**src/rtl/fifo_wr_arbiter.sv**
```systemverilog
// Round-robin arbiter that shares the async FIFO write port among N_REQ requesters.
// A grant is held for a whole packet, capped at MAX_BURST words, and stalls while the FIFO is full.
module fifo_wr_arbiter #(
    parameter  int N_REQ     = 4,
    parameter  int WIDTH     = 8,
    parameter  int MAX_BURST = 16,
    localparam int IDW       = $clog2(N_REQ),
    localparam int CW        = $clog2(MAX_BURST + 1)
) (
    input  logic                     wclk,
    input  logic                     w_rst_n,
    input  logic [N_REQ-1:0]         req_valid,
    input  logic [N_REQ*WIDTH-1:0]   req_data,
    input  logic [N_REQ-1:0]         req_last,
    output logic [N_REQ-1:0]         req_ready,
    input  logic                     full,
    output logic                     wr_en,
    output logic [WIDTH-1:0]         wr_data,
    output logic                     grant_valid,
    output logic [IDW-1:0]           grant_id,
    output logic [CW-1:0]            burst_cnt
);

    typedef enum logic {
        ST_IDLE  = 1'b0,
        ST_BURST = 1'b1
    } state_e;

    state_e         state_q, state_d;
    logic [IDW-1:0] rr_ptr_q, rr_ptr_d;
    logic [IDW-1:0] grant_id_q, grant_id_d;
    logic [CW-1:0]  burst_cnt_q, burst_cnt_d;

    logic [IDW-1:0] winner;
    logic [IDW-1:0] cand;
    logic           any_valid;
    logic           release_hit;
    int             idx;

    // Scan from the highest offset down so the lowest offset from rr_ptr_q wins last.
    always_comb begin
        winner    = '0;
        any_valid = 1'b0;
        idx       = 0;
        cand      = '0;
        for (int k = N_REQ - 1; k >= 0; k--) begin
            idx = int'(rr_ptr_q) + k;
            if (idx >= N_REQ) idx = idx - N_REQ;
            cand = IDW'(idx);
            if (req_valid[cand]) begin
                winner    = cand;
                any_valid = 1'b1;
            end
        end
    end

    // NOTE: every combinational output gets a default before any branch, so no latch is inferred.
    always_comb begin
        req_ready = '0;
        wr_en     = 1'b0;
        wr_data   = req_data[int'(grant_id_q)*WIDTH +: WIDTH];
        if (state_q == ST_BURST && w_rst_n) begin
            req_ready[grant_id_q] = ~full;
            wr_en                 = req_valid[grant_id_q] & ~full;
        end
    end

    assign release_hit = req_last[grant_id_q] | (burst_cnt_q == CW'(MAX_BURST - 1));

    always_comb begin
        state_d     = state_q;
        rr_ptr_d    = rr_ptr_q;
        grant_id_d  = grant_id_q;
        burst_cnt_d = burst_cnt_q;
        case (state_q)
            ST_IDLE: begin
                if (any_valid) begin
                    state_d     = ST_BURST;
                    grant_id_d  = winner;
                    burst_cnt_d = '0;
                end
            end
            ST_BURST: begin
                if (wr_en) begin
                    if (release_hit) begin
                        state_d     = ST_IDLE;
                        burst_cnt_d = '0;
                        rr_ptr_d    = (grant_id_q == IDW'(N_REQ - 1)) ? '0 : grant_id_q + IDW'(1);
                    end else begin
                        burst_cnt_d = burst_cnt_q + CW'(1);
                    end
                end
            end
            default: state_d = ST_IDLE;
        endcase
    end

    // NOTE: state registers use non-blocking assignments so all of them update together on the edge.
    always_ff @(posedge wclk) begin
        if (!w_rst_n) begin
            state_q     <= ST_IDLE;
            rr_ptr_q    <= '0;
            grant_id_q  <= '0;
            burst_cnt_q <= '0;
        end else begin
            state_q     <= state_d;
            rr_ptr_q    <= rr_ptr_d;
            grant_id_q  <= grant_id_d;
            burst_cnt_q <= burst_cnt_d;
        end
    end

    assign grant_valid = (state_q == ST_BURST);
    assign grant_id    = grant_id_q;
    assign burst_cnt   = burst_cnt_q;

endmodule

```
**config.mk**
```make
export PLATFORM = sky130hd
export DESIGN_NAME = fifo_wr_arbiter
export DESIGN_NICKNAME = d
export VERILOG_FILES = /design/src/rtl/fifo_wr_arbiter.sv
export SDC_FILE = /design/constraint.sdc
export NUM_CORES = 1
export LEC_CHECK = 0
export CAP_MARGIN = 20
export CORE_MARGIN = 10
export CORE_UTILIZATION = 36
export CTS_CLUSTER_DIAMETER = 60
export DETAILED_ROUTE_END_ITERATION = 8
export HOLD_SLACK_MARGIN = 0.05
export PLACE_DENSITY = 0.85
export SLEW_MARGIN = 20
export SYNTH_ARGS = -nofsm -noshare
export SYNTH_HDL_FRONTEND = slang
export SYNTH_SLANG_ARGS = --single-unit
export TNS_END_PERCENT = 5
```
**constraint.sdc**
```tcl
create_clock -name wclk -period 3.69 [get_ports wclk]
set_input_delay 0.738 -clock wclk [delete_from_list [all_inputs] [get_ports wclk]]
set_output_delay 0.738 -clock wclk [all_outputs]
set_load 0.02 [all_outputs]
```
* After elaboration in Yosys (flattened, before gate mapping)
Cells that the tools add are included.
Operators by class: bitwise operators 5, reduce and logical (&&, ||, !) cells 5, order comparisons 10, muxes and demuxes 37, eq/ne operators 4, shift operators 1, $add $sub $neg 9
Operator list (count):
- indexed part select 32 x 6 -> 8 bit | 1
- 2-to-1 mux 2 bit | 9
- less-than comparator 2 x 3 -> 1 bit, second input constant | 5
- 2-to-1 mux 1 bit | 15
- 2-to-1 mux 5 bit | 3
- binary-select mux 1 bit (select 2 bit) | 6
- case mux 5 bit (2 select lines) | 1
- >= comparator 3 bit, second input constant | 3
- subtractor 2 x 1 -> 2 bit, second input constant | 4
- adder 2 x 2 -> 3 bit, second input constant | 2
- adder 5 x 1 -> 5 bit, second input constant | 1
- == test 5 x 4 -> 1 bit, second input constant | 1
- bitwise AND 4 bit | 1
- 2-to-1 mux 4 bit | 1
- inequality test 2 bit, second input constant | 2
- AND reduction 2 bit | 2
- adder 2 x 1 -> 3 bit, second input constant | 1
- >= comparator 2 x 3 -> 1 bit, second input constant | 1
- AND reduction 3 bit | 1
- adder 2 x 1 -> 2 bit, second input constant | 1
- demux 1 bit (select 2 bit) | 1
- == test 2 bit, second input constant | 1
- >= comparator 2 x 1 -> 1 bit, second input constant | 1
- logical AND 1 bit | 2
- other kinds (4) | 5
Storage, ports and cells: bits of input ports 43, flip-flop bits (word level) 10, output and inout bits 21, logic and storage cells 75

* Logic depth before layout (Yosys ltp)
depth after elaboration 11, depth in mapped cells 6, mapped depth without buffers 6

* Least setup slack after synthesis
No wires, ideal clock.
path type reg2out, from register grant_id_q[0], in the netlist grant_id[0], to output wr_data[0], arrival 1.485 ns, required time 2.952 ns, slack 1.467 ns, buffers on the path 1, cell stages (with the launch flop) 3, path through dfxtp_1 > buf_2 > mux4_2
On the way: longest elaborated chain between the ends 1
Ends and longest elaborated chain:
- start: declaration | line 31 | logic [IDW-1:0] grant_id_q, grant_id_d;
- start signal: assignment | line 108 | grant_id_q <= grant_id_d;
- indexed part select 32 x 6 -> 8 bit | line 61 | wr_data = req_data[int'(grant_id_q)*WIDTH +: WIDTH];
- end: declaration | line 18 | output logic [WIDTH-1:0] wr_data,
Every way passes these cells.

* Final worst setup path
from input req_valid[0], to output wr_en
On the way: longest elaborated chain between the ends 4
Ends and longest elaborated chain:
- start: declaration | line 12 | input logic [N_REQ-1:0] req_valid,
- binary-select mux 1 bit (select 2 bit) | line 64 | wr_en = req_valid[grant_id_q] & ~full;
- 2-to-1 mux 1 bit (not written as such) | line 64
- bitwise AND 1 bit | line 64
- 2-to-1 mux 1 bit | line 62 | if (state_q == ST_BURST && w_rst_n) begin
- end: declaration | line 17 | output logic wr_en,
Every way passes these cells. The select of a mux whose other input is x is not followed.

==> load_flow_metrics.sql <==
INSERT INTO impl_metrics (metric_group, metric, value, unit) VALUES
('die', 'dieWidth', '68.3', 'µm'),
('min_path', 'worst_hold_path.endpoint', 'rr_ptr_q[0]', ''),
('placed_design', 'place.detailed.hpwl', '2860', 'µm'),
('cts', 'cts.sink_count', '10', ''),
('routing', 'wl_per_cell', '18.8', 'µm'),
('synth', 'synth-seq-cells', '10', ''),
('routing', 'avgViaCountPerCell', '5.41', ''),
('synth', 'post_synth_most_frequent_cells', 'dfxtp_1 (10), mux4_2 (10), nor2_1 (7)', ''),
('run', 'drv.max_cap_violation_count', '0', ''),
('grt', 'grtUsageTotal', '14.3', '%'),
('finish', 'layout.filler_cells', '177', ''),
('synth', 'synth.largest_area_cell', 'mux4_2', ''),
('grt', 'pin_count_of_the_biggest_net_entering_global_routing', '16', ''),
('critical_path', 'reg2regPathDepth', '5', ''),
('timing', 'tns', '0', 'ns'),
('routing', 'detail_route.iter0.violations', '42', ''),
('pwr', 'power_per_cell_area', '238', 'nW/µm²'),
('routing', 'detail_route.first_pass.iterations', '4', ''),
('die', 'boundaryPins', '64', ''),
('cts', 'root_buffer', 'clkbuf_4', ''),
('timing', 'unrepaired_setup_endpoints_after_global_routing', 'no', ''),
('cts', 'tritoncts.num_buffers', '3', ''),
('critical_path', 'worstSetupStartpointType', 'primary input', ''),
('grt', 'grt_pass1_vias', '1020', ''),
('timing', 'tightest_slew', '0.584', 'ns'),
('critical_path', 'arrival', '2.53', 'ns'),
('routing', 'route.detailed.drc', '0', ''),
('placed_design', 'port-buffer-count', '63', ''),
('critical_path', 'crit_path_cell_trace', 'clkdlybuf4s50_1 -> mux4_2 -> nand2_2 -> inv_1 -> clkdlybuf4s50_1', ''),
('timing', 'timing.final.setup_violations', '0', ''),
('timing', 'final.setup_skew', '0.00201', 'ns'),
('cts', 'post_cts_resized', '0', ''),
('die', 'initial_standard_cell_utilization_of_the_core', '38.0', '%'),
('min_path', 'hp-class', 'reg2reg', ''),
('timing', 'final-max-slew-violation-count', '0', ''),
('die', 'rows', '17', ''),
('cts', 'cts_setup_buffers', '0', ''),
('synth', 'ys.warnings.count', '0', ''),
('synth', 'most_instantiated_flip_flop_cell_in_the_synthesis_netlist', 'dfxtp_1', ''),
('timing', 'timing.final.crit_share', '88.7', '%'),
('finish', 'insertedDiodeCount', '0', ''),
('cts', 'clock_input_transition_at_the_sequential_cells_of_the_worst_setup_and_hold_paths', '0.06', 'ns'),
('die', 'die_area', '4660', 'µm²'),
('finish', 'finalNetCount', '198', ''),
('cts', 'htree_levels', '1', ''),
('cts', 'cts_tree', 'built', ''),
('critical_path', 'ff2ff_setup_slack', '1.47', 'ns'),
('routing', 'detail-route-antenna-nets', '0', ''),
('critical_path', 'cp-startpoint', 'req_valid[0]', ''),
('timing', 'fmax', '306', 'MHz'),
('synth', 'post_synth_inst_count', '82', ''),
('synth', 'synth_enable_flop_cells', '0', ''),
('outcome', 'result_of_the_run', 'finished clean', ''),
('critical_path', 'critical_path.endpoint_type', 'primary output', ''),
('cts', 'worstSkewPairLatency', '0.26', 'ns'),
('synth', 'sequential_to_total_area_share_from_yosys_stat', '23.8', '%'),
('synth', 'ys_async_sr_fraction', '0', '%'),
('cts', 'hold_buffers', '0', ''),
('finish', 'drive_gt1_share', '12.2', '%'),
('cts', 'max-clock-path-buffers', '2', ''),
('routing', 'drt_wl_total', '3280', 'µm'),
('grt', 'antenna_found_initial', '0', ''),
('pwr', 'total_power', '363', 'µW'),
('critical_path', 'max_stage_delay', '0.55', 'ns'),
('grt', 'grt_pass1_wl', '5170', 'µm'),
('pwr', 'p_leak', '0.000567', 'µW'),
('critical_path', 'critical_path_fanouts_max', '6', ''),
('timing', 'finalHoldViolations', '0', ''),
('critical_path', 'timing.critical_path.required', '2.95', 'ns'),
('die', 'core', '2210', 'µm²'),
('synth', 'post_synth_num_cell_types', '32', '');
==> cell families after synthesis <==
group                      synth area share (%)
muxes                                      30.6
adders and majority gates                  8.94
buffers and inverters                      3.72
and+or+nand+nor                            17.9
AOI/OAI and AO/OA                          15.1
DFF                                        23.8
==> final cells by class <==
| type | instances | area (µm²) | share of cell area [%] |
|---|---|---|---|
| Clock buffer | 3 | 22.5 | 1.48 |
| Sequential cell | 10 | 200 | 13.1 |
| Timing Repair Buffer | 64 | 638 | 41.8 |
| Inverter | 6 | 22.5 | 1.48 |
| Multi-Input combinational cell | 64 | 608 | 39.8 |
| Tap cell | 28 | 35.0 | 2.30 |
==> worst max path at each step <==
stage | end | slack (ns) | cells past startpoint
final | wr_en | 0.42 | 5
after global placement | wr_en | 0.46 | 5
after floorplan | wr_data[0] | 1.47 | 2
after global routing | wr_en | 0.29 | 5
after detailed placement | wr_en | 0.43 | 5
after CTS | wr_en | 0.41 | 5
==> report_power, final <==
| group | total [µW] | switching (µW) | internal, µW |
|---|---|---|---|
| Sequential | 125 | 11.1 | 114 |
| Clock | 72.3 | 34.7 | 37.6 |
| Combinational | 166 | 64.9 | 101 |
==> per-layer routing <==
layer  GRT usage (%)  up-vias  part of all wire [%]
met5               0        -                     0
met4            3.52        0                  0.43
met3            5.22        2                    12
met2            23.8       59                    44
met1            16.9      439                    44
li1                -      446                     -
==> per-stage QoR <==
stage	util [%]	area [µm²]	setup slack, ns	hold WS, ns	std cells
finish	69.0	1530	0.418	0.524	175
global route	69.0	1530	0.291	0.558	175
CTS	69.0	1530	0.415	0.523	175
detailed placement	68.0	1500	0.429	0.514	172
global placement	68.0	1500	0.458	0.485	172
floorplan	-	840	1.47	0.461	82
==> critical path, delay by kind of cell <==
family                 cells  cell delay (ns)
AND/OR/NAND/NOR            1             0.14
buffers and inverters      3             1.14
multiplexers               1             0.50
==> placed cells by master, fill, tap and decap left out, drive strengths merged, types with 2 or more instances in the layout <==
cell / n
mux2i: 2
a22o: 2
o221ai: 2
and2: 4
mux4: 10
nor2: 7
a21boi: 2
clkbuf: 3
clkdlybuf4s50: 63
nor4: 2
dfxtp: 10
nand2: 7
a21oi: 2
o22ai: 2
inv: 6
ha: 6
o21ai: 4
==> state kept, by name, indices dropped and copies added (netlist names) <==
register and cells:
grant_valid 1, grant_id 2, rr_ptr_q 2, burst_cnt 5
No activity file was read; power rests on OpenSTA's default activity.
